**config.mk**
```make
export PLATFORM = sky130hd
export DESIGN_NAME = demux_1to2_sched
export DESIGN_NICKNAME = d
export VERILOG_FILES = /design/src/rtl/demux_1to2_sched.sv
export SDC_FILE = /design/constraint.sdc
export NUM_CORES = 1
export LEC_CHECK = 0
export BUFFER_PORTS_ARGS = -buffer_cell sky130_fd_sc_hd__clkbuf_2
export CAP_MARGIN = 20
export CORE_AREA = 2 2 39 41
export DETAILED_ROUTE_END_ITERATION = 8
export DIE_AREA = 0 0 41 43
export GPL_TIMING_DRIVEN = 0
export PLACE_DENSITY_LB_ADDON = 0.05
export SLEW_MARGIN = 15
export SYNTH_ARGS = -nofsm -noshare
export SYNTH_HDL_FRONTEND = slang
export SYNTH_SLANG_ARGS = --single-unit
```
**constraint.sdc**
```tcl
create_clock -name clk -period 2.3 [get_ports clk]
set_clock_uncertainty 0.2 [all_clocks]
set_input_delay 0.575 -clock clk [delete_from_list [all_inputs] [get_ports clk]]
set_output_delay 0.575 -clock clk [all_outputs]
set_load 0.01 [all_outputs]
```
**src/rtl/demux_1to2_sched.sv**
```systemverilog
// -----------------------------------------------------------------------------
// demux_1to2_sched
//   Upstream steering stage for a 1-to-2 demux. Takes a valid/ready stream,
//   holds one word in a pipeline register and drives the demux select (sel)
//   and data (i). A per-output valid (y0_valid / y1_valid) stays high until
//   the selected consumer is ready. The destination is either round-robin
//   (mode=0) or taken from dest (mode=1).
//
// Parameters
//   W      data width carried on in_data / i
//   CNT_W  width of the per-channel transfer counters
//
// Ports
//   clk, rst            rising-edge clock, asynchronous active-high reset
//   in_valid, in_data   upstream word and its valid
//   in_ready            block can accept a word this cycle (combinational)
//   mode, dest          destination policy, sampled only when a word is accepted
//   rdy0, rdy1          consumer ready for y0 / y1
//   sel, i              registered demux select and data
//   y0_valid, y1_valid  held word is destined for y0 / y1 and not yet taken
//   cnt0, cnt1          completed transfers per channel
//
// Configuration macro
//   DEMUX_SCHED_CNT_EN  when defined, cnt0/cnt1 count transfers and saturate
//                       at all-ones; when undefined they are tied to zero.
// -----------------------------------------------------------------------------
module demux_1to2_sched #(
  parameter int W     = 1,
  parameter int CNT_W = 8
) (
  input  logic             clk,
  input  logic             rst,
  input  logic             in_valid,
  input  logic [W-1:0]     in_data,
  output logic             in_ready,
  input  logic             mode,
  input  logic             dest,
  input  logic             rdy0,
  input  logic             rdy1,
  output logic             sel,
  output logic [W-1:0]     i,
  output logic             y0_valid,
  output logic             y1_valid,
  output logic [CNT_W-1:0] cnt0,
  output logic [CNT_W-1:0] cnt1
);

  typedef enum logic {
    IDLE = 1'b0,
    HOLD = 1'b1
  } state_t;

  state_t         r_state;
  logic           r_sel;
  logic [W-1:0]   r_i;
  logic           r_y0_valid;
  logic           r_y1_valid;
  logic           r_rr_ptr;
  // Policy of the word currently held; rr_ptr only advances for words
  // that were accepted under round-robin.
  logic           r_mode;

  logic           w_rdy_sel;
  logic           w_xfer;
  logic           w_ready;
  logic           w_accept;
  logic           w_rr_next;

  assign w_rdy_sel = r_sel ? rdy1 : rdy0;
  assign w_xfer    = (r_state == HOLD) & w_rdy_sel;
  assign w_ready   = (r_state == IDLE) | w_xfer;
  assign w_accept  = in_valid & w_ready;
  // Post-transfer pointer; an accept in the transfer cycle uses this value,
  // which is the pre-toggle pointer inverted, so alternation stays strict.
  assign w_rr_next = r_rr_ptr ^ (w_xfer & ~r_mode);

  assign in_ready  = w_ready;
  assign sel       = r_sel;
  assign i         = r_i;
  assign y0_valid  = r_y0_valid;
  assign y1_valid  = r_y1_valid;

  // Steering FSM: loads the pipeline register and drives registered outputs.
  always_ff @(posedge clk or posedge rst) begin
    if (rst) begin
      r_state    <= IDLE;
      r_sel      <= 1'b0;
      r_i        <= {W{1'b0}};
      r_y0_valid <= 1'b0;
      r_y1_valid <= 1'b0;
      r_rr_ptr   <= 1'b0;
      r_mode     <= 1'b0;
    end else begin
      r_rr_ptr <= w_rr_next;
      case (r_state)
        IDLE: begin
          if (w_accept) begin
            r_state    <= HOLD;
            r_i        <= in_data;
            r_mode     <= mode;
            r_sel      <= mode ? dest : w_rr_next;
            r_y0_valid <= ~(mode ? dest : w_rr_next);
            r_y1_valid <= mode ? dest : w_rr_next;
          end else begin
            r_state <= IDLE;
          end
        end
        HOLD: begin
          if (w_accept) begin
            // Transfer and accept together: reload with no bubble.
            r_state    <= HOLD;
            r_i        <= in_data;
            r_mode     <= mode;
            r_sel      <= mode ? dest : w_rr_next;
            r_y0_valid <= ~(mode ? dest : w_rr_next);
            r_y1_valid <= mode ? dest : w_rr_next;
          end else if (w_xfer) begin
            // sel and i keep their last value on purpose.
            r_state    <= IDLE;
            r_y0_valid <= 1'b0;
            r_y1_valid <= 1'b0;
          end else begin
            r_state <= HOLD;
          end
        end
        default: begin
          r_state    <= IDLE;
          r_y0_valid <= 1'b0;
          r_y1_valid <= 1'b0;
        end
      endcase
    end
  end

`ifdef DEMUX_SCHED_CNT_EN
  localparam logic [CNT_W-1:0] CNT_MAX = {CNT_W{1'b1}};

  logic [CNT_W-1:0] r_cnt0;
  logic [CNT_W-1:0] r_cnt1;

  // Saturating per-channel transfer counters, cleared only by reset.
  always_ff @(posedge clk or posedge rst) begin
    if (rst) begin
      r_cnt0 <= {CNT_W{1'b0}};
      r_cnt1 <= {CNT_W{1'b0}};
    end else begin
      if (w_xfer && !r_sel && (r_cnt0 != CNT_MAX)) begin
        r_cnt0 <= r_cnt0 + CNT_W'(1);
      end
      if (w_xfer && r_sel && (r_cnt1 != CNT_MAX)) begin
        r_cnt1 <= r_cnt1 + CNT_W'(1);
      end
    end
  end

  assign cnt0 = r_cnt0;
  assign cnt1 = r_cnt1;
`else
  assign cnt0 = {CNT_W{1'b0}};
  assign cnt1 = {CNT_W{1'b0}};
`endif

endmodule

```
==> impl_results.md, run 1 <==
* Skew-Pair Late Insertion Delay at 0.25 ns
* Endpoint of the most critical register-to-register path: y1_valid
* Post-layout instance count excluding filler cells at 92
* Critical Path Start Type: flip-flop
* Summed negative setup slack over all endpoints at 0 ns
* Pin count of the biggest net entering global routing at 8
* Die boundary height at 43 microns
* CP Cell Sequence: mux2i_4 > nand2_1 > clkbuf_2
* Number of buffer and inverter stages on the critical path at 1
* Post-CTS setup-driven buffer insertion count at 0
* Power density cells at 820.6 nW/um^2
* Fin. Hold Viols at 0
* Cell family with most CP delay: flip-flops
* Number of core rows at 14
* CP Data Required Time at 1.52 ns
* HPWL after DPL at 615.7 microns
* Post-synthesis average cell area at 10.65 sq um
* CP Capture Point: in_ready
* GRT overflow at 0
* Leakage Power at 0.3570 nW
* Deepest clock path buffer count at 2
* First-pass DRT Iterations at 3
* Post-Route WL at 735 microns
* Critical path peak fanout at 5
* Port bufs at 12
* Remaining routing DRC violations at 0
* Number of hold buffers added after CTS at 0
* Longest individual stage delay on the worst path at 0.42 ns
* Seq. cell area at 175.2 sq um
* Warnings, synthesis at 0
* Final-layout worst hold slack at 0.02374 ns
* Total number of cells along the worst setup path at 3
* Footprint of the multi-input gates at 232.7 sq um
* Worst reg-to-reg setup slack at 0.67 ns
* Initial core utilization at 34.63%
* Die Width at 41 microns
* Final Max Tran Viols at 0
* Clock tree from TritonCTS: yes
* Per-cell routed wire length at 7.989 microns
* Mapped cell area at 479.2 sq um
* Max_cap viols at 0
* Layout-stage area growth over the synthesis result at 33.94%
* Global-route usage over all layers at 10.89%
* Initial antenna violation count at 0
* Run status: finished clean
* TritonCTS buffer count at 3
* Cells after synthesis at 45
* Minimum clock period at 2.089 ns
* Sequential cell area fraction in the yosys report at 36.55%
* Crit. End Element: output pin
* Endpoint arrival time on the critical path at 1.31 ns
* DRT antenna net count at 0
* Number of top-level design ports at 29
* Routability congestion estimate from global placement at 0.6399
* Crit path max-delay cell type: dfrtp_1
* Critical R2R Launch: sel
* Timing startpoint of the critical path: sel
* Total die area at 1763 sq um
* Number of nets in the finished design at 85
* Clock H-tree levels at 1
* Number of DRC markers after the initial detailed-route iteration at 2
* Leading cell types in the layout, fill and taps excluded: 16 x buf_4, 16 x conb_1, 12 x clkbuf_2
* Post-CTS resize count at 0
* Critical path start-end classification: flip-flop to output pin
* Maximum ir drop on the vdd rail at 486.5 uV
* Total clock sinks at 7
* Number of antenna cells inserted at 0
* Global-route wire length before repair at 1235 microns
* Class of the worst hold path: input pin to asynchronous set/reset pin
* Count of unique library cells instantiated by Yosys at 19
* Setup violation total in the final timing report at 0
* Setup repair after global routing missed its margin: false
* Flops & latches, synth at 7
* Via count at 337
* Clk Tree Root Cell: clkbuf_4
* Fraction of final layout cells with drive strength greater than 1 at 46.05%
* Detailed-route vias per instance at 3.663
* Fillers at 146
* Fmax at 478.8 MHz
* Cells after DPL at 88
* Post-route clock period utilization at 90.81%
* Vias in the first global route at 304
* Worst Reg-to-Reg Cells at 4
* Area of the placeable core at 1384 sq um
* Clock-pin slew of the registers on the worst-case setup and hold paths at 0.05 ns
-- state kept, by name, indices dropped and copies added, names as in the netlist --
register	cells
sel	1
y0_valid	1
y1_valid	1
i	1
r_mode	1
r_state	1
r_rr_ptr	1
-- power by group --
part	leakage (nW)	total (mW)	internal [mW]	switching, mW
combinational	0.260	0.210	0.111	0.0989
sequential	0.0816	0.210	0.170	0.0400
clock	0.0150	0.107	0.0659	0.0412
total	0.357	0.527	0.347	0.180
-- how the worst min path moves through the flow --
| stage | from | to | slack [ns] |
|---|---|---|---|
| 6_report | rst | i | 0.02 |
| 3_3_place_gp | i | i | 0.27 |
| 4_1_cts | rst | i | 0.03 |
| 5_1_grt | rst | i | 0.05 |
| 3_5_place_dp | i | i | 0.27 |
| 2_1_floorplan | rst | i | 0.18 |
-- kinds of logic (layout without fill, tap and decap cells) --
kind of cell	count (synthesis)	count (layout)	share of synthesized area [%]
buffers and inverters	18	34	26.63
muxes	4	4	11.49
AOI/OAI and AO/OA	6	6	12.01
other	1	16	0.7825
xor gates and xnor gates	1	1	1.828
DFF	7	7	36.55
and+or+nand+nor	8	8	10.71
-- stage by stage --
step	total power [mW]	util [%]	area, sq um	setup slack [ns]
after floorplan	0.3602	-	535.5	0.5732
final	0.5267	46.38	641.9	0.2113
after CTS	0.5382	46.38	641.9	0.1844
after global placement	0.4211	44.48	615.6	0.2907
after global routing	0.5702	46.38	641.9	0.1075
after detailed placement	0.4228	44.48	615.6	0.3040
-- metal layers --
layer	track usage (%)	up-vias	part of all wire (%)
li1	-	178	-
met1	13.09	137	38
met2	14.69	20	47
met3	4.712	2	13
met4	8.000	0	1.1
met5	0	-	0
-- Yosys cell counts (all sizes together) --
library cell	number	area [sq um]
a22oi	1	7.510
o221a	1	11.26
inv	2	7.510
nor2	1	3.750
nand2	1	3.750
a21boi	1	18.77
xor2	1	8.760
nor4b	1	8.760
mux2	2	22.52
nand3	1	10.01
nand2b	3	18.77
o21ai	1	5.000
conb	1	3.750
buf	16	120.1
dfrtp	7	175.2
mux2i	2	32.53
o21a	2	15.01
nor2b	1	6.260
-- final cells by class --
type | instances | area share (%)
plain buffers | 16 | 18.71
clock buffers | 4 | 4.094
inverters | 2 | 1.170
multi-input cells | 35 | 36.26
flip-flops and latches | 7 | 27.29
well taps | 16 | 3.119
repair buffers | 12 | 9.357
Power figures use the tool's default switching activity.
==> inputs of run 2 (changes only) <==
--- a/config.mk
+++ b/config.mk
@@ -8,6 +8,7 @@
 export BUFFER_PORTS_ARGS = -buffer_cell sky130_fd_sc_hd__clkbuf_2
 export CAP_MARGIN = 20
 export CORE_AREA = 2 2 39 41
+export CTS_BUF_LIST = sky130_fd_sc_hd__clkbuf_8
 export DETAILED_ROUTE_END_ITERATION = 8
 export DIE_AREA = 0 0 41 43
 export GPL_TIMING_DRIVEN = 0
==> impl_results.md, run 2 (synthesized netlist as in run 1, its figures left out) <==
* Post-CTS setup-driven buffer insertion count at 0 (unchanged)
* Initial antenna violation count at 0 (unchanged)
* Max_cap viols at 0 (unchanged)
* Post-Route WL at 727 microns (-1.1%)
* Die boundary height at 43 microns (unchanged)
* Post-CTS resize count at 0 (unchanged)
* Cell family with most CP delay: flip-flops
* Run status: finished clean
* Via count at 332 (-1.5%)
* Pin count of the biggest net entering global routing at 8 (unchanged)
* CP Data Required Time at 1.52 ns (about the same)
* Number of DRC markers after the initial detailed-route iteration at 2 (unchanged)
* Critical path peak fanout at 5 (unchanged)
* Vias in the first global route at 302 (-0.66%)
* Crit. End Element: output pin
* Port bufs at 12 (unchanged)
* Final Max Tran Viols at 0 (unchanged)
* CP Cell Sequence: mux2i_4 > nand2_1 > clkbuf_2
* Initial core utilization at 34.63% (unchanged)
* Remaining routing DRC violations at 0 (unchanged)
* Clk Tree Root Cell: clkbuf_8
* TritonCTS buffer count at 3 (unchanged)
* Number of core rows at 14 (unchanged)
* Fraction of final layout cells with drive strength greater than 1 at 46.05% (unchanged)
* Detailed-route vias per instance at 3.609 (-1.5%)
* Number of top-level design ports at 29 (unchanged)
* Global-route usage over all layers at 10.78% (-0.10 points)
* Critical Path Start Type: flip-flop
* Clock H-tree levels at 1 (unchanged)
* Leakage Power at 0.3689 nW (+3.3%)
* Die Width at 41 microns (unchanged)
* Layout-stage area growth over the synthesis result at 37.86%
* End-of-flow core utilization at 47.74% (+1.4 points)
* Setup repair after global routing missed its margin: false
* Critical path start-end classification: flip-flop to output pin
* Leading cell types in the layout, fill and taps excluded: 16 x buf_4, 16 x conb_1, 12 x clkbuf_2
* Setup violation total in the final timing report at 0 (unchanged)
* Maximum ir drop on the vdd rail at 588.9 uV (+21%)
* Longest individual stage delay on the worst path at 0.42 ns (about the same)
* Post-route clock period utilization at 89.71% (-1.1 points)
* Endpoint arrival time on the critical path at 1.29 ns (-0.02 ns)
* Number of buffer and inverter stages on the critical path at 1 (unchanged)
* Class of the worst hold path: input pin to asynchronous set/reset pin
* Clock tree from TritonCTS: yes
* Fmax at 484.6 MHz (+1.2%)
* GRT overflow at 0 (unchanged)
* Number of antenna cells inserted at 0 (unchanged)
* Worst reg-to-reg setup slack at 0.67 ns (about the same)
* Area of the placeable core at 1384 sq um (unchanged)
* Power density cells at 882.1 nW/um^2 (+7.5%)
* Number of nets in the finished design at 85 (unchanged)
* Clock-pin slew of the registers on the worst-case setup and hold paths at 0.04 ns (about the same)
* First-pass DRT Iterations at 3 (unchanged)
* Deepest clock path buffer count at 2 (unchanged)
* Number of hold buffers added after CTS at 0 (unchanged)
* Per-cell routed wire length at 7.902 microns (-1.1%)
* Total clock sinks at 7 (unchanged)
* DRT antenna net count at 0 (unchanged)
* Fin. Hold Viols at 0 (unchanged)
* HPWL after DPL at 615.7 microns (unchanged)
* Total die area at 1763 sq um (unchanged)
* Crit path max-delay cell type: dfrtp_1
* Global-route wire length before repair at 1242 microns (+0.57%)
* Routability congestion estimate from global placement at 0.6399 (unchanged)
* Minimum clock period at 2.063 ns (-0.02533 ns)
* Skew-Pair Late Insertion Delay at 0.22 ns (-0.03 ns)
* Summed negative setup slack over all endpoints at 0 ns (unchanged)
-- run 2: through the flow --
| stage | area, sq um | power, mW | worst slack [ns] | hold WS (ns) | cells |
|---|---|---|---|---|---|
| 3_5_place_dp | 615.6 | 0.4228 | 0.3040 | 0.2742 | 88 |
| 3_3_place_gp | 615.6 | 0.4211 | 0.2907 | 0.2708 | 88 |
| 6_report | 660.6 | 0.5827 | 0.2366 | 0.04954 | 92 |
| 2_1_floorplan | 535.5 | 0.3602 | 0.5732 | 0.1784 | 60 |
| 4_1_cts | 660.6 | 0.5938 | 0.2175 | 0.05692 | 92 |
| 5_1_grt | 660.6 | 0.6285 | 0.1421 | 0.08424 | 92 |
-- run 2: where the power goes --
part,internal (mW),switching [mW],leakage (nW)
Sequential,0.170,0.0399,0.0816
Combinational,0.111,0.0990,0.260
Clock,0.115,0.0479,0.0269
Total,0.396,0.187,0.369
-- run 2: layout make-up --
type                    count  area, sq um
flip-flops and latches      7        175.2
clock buffers               3        41.29
plain buffers              16        120.1
multi-input cells          35        232.7
repair buffers             12        60.06
inverters                   2        7.507
fillers                   149        723.2
well taps                  16        20.02
clock inverters             1        3.754
-- run 2: layer usage --
layer | global-route usage [%] | routed length (microns) | vias to the layer above
met4 | 6.000 | 0 | 0
met2 | 14.69 | 346 | 18
met5 | 0 | 0 | -
met1 | 13.76 | 283 | 136
met3 | 4.712 | 98 | 0
li1 | - | - | 178
-- run 2: worst paths after layout --
kind | cells past startpoint | endpoint | startpoint
max in group asynchronous | 2 | r_state | rst
setup / recovery | 3 | in_ready | sel
min in group clk | 1 | i | i
hold reg to reg | 1 | i | i
hold / removal | 2 | i | rst
setup reg to reg | 4 | y1_valid | sel
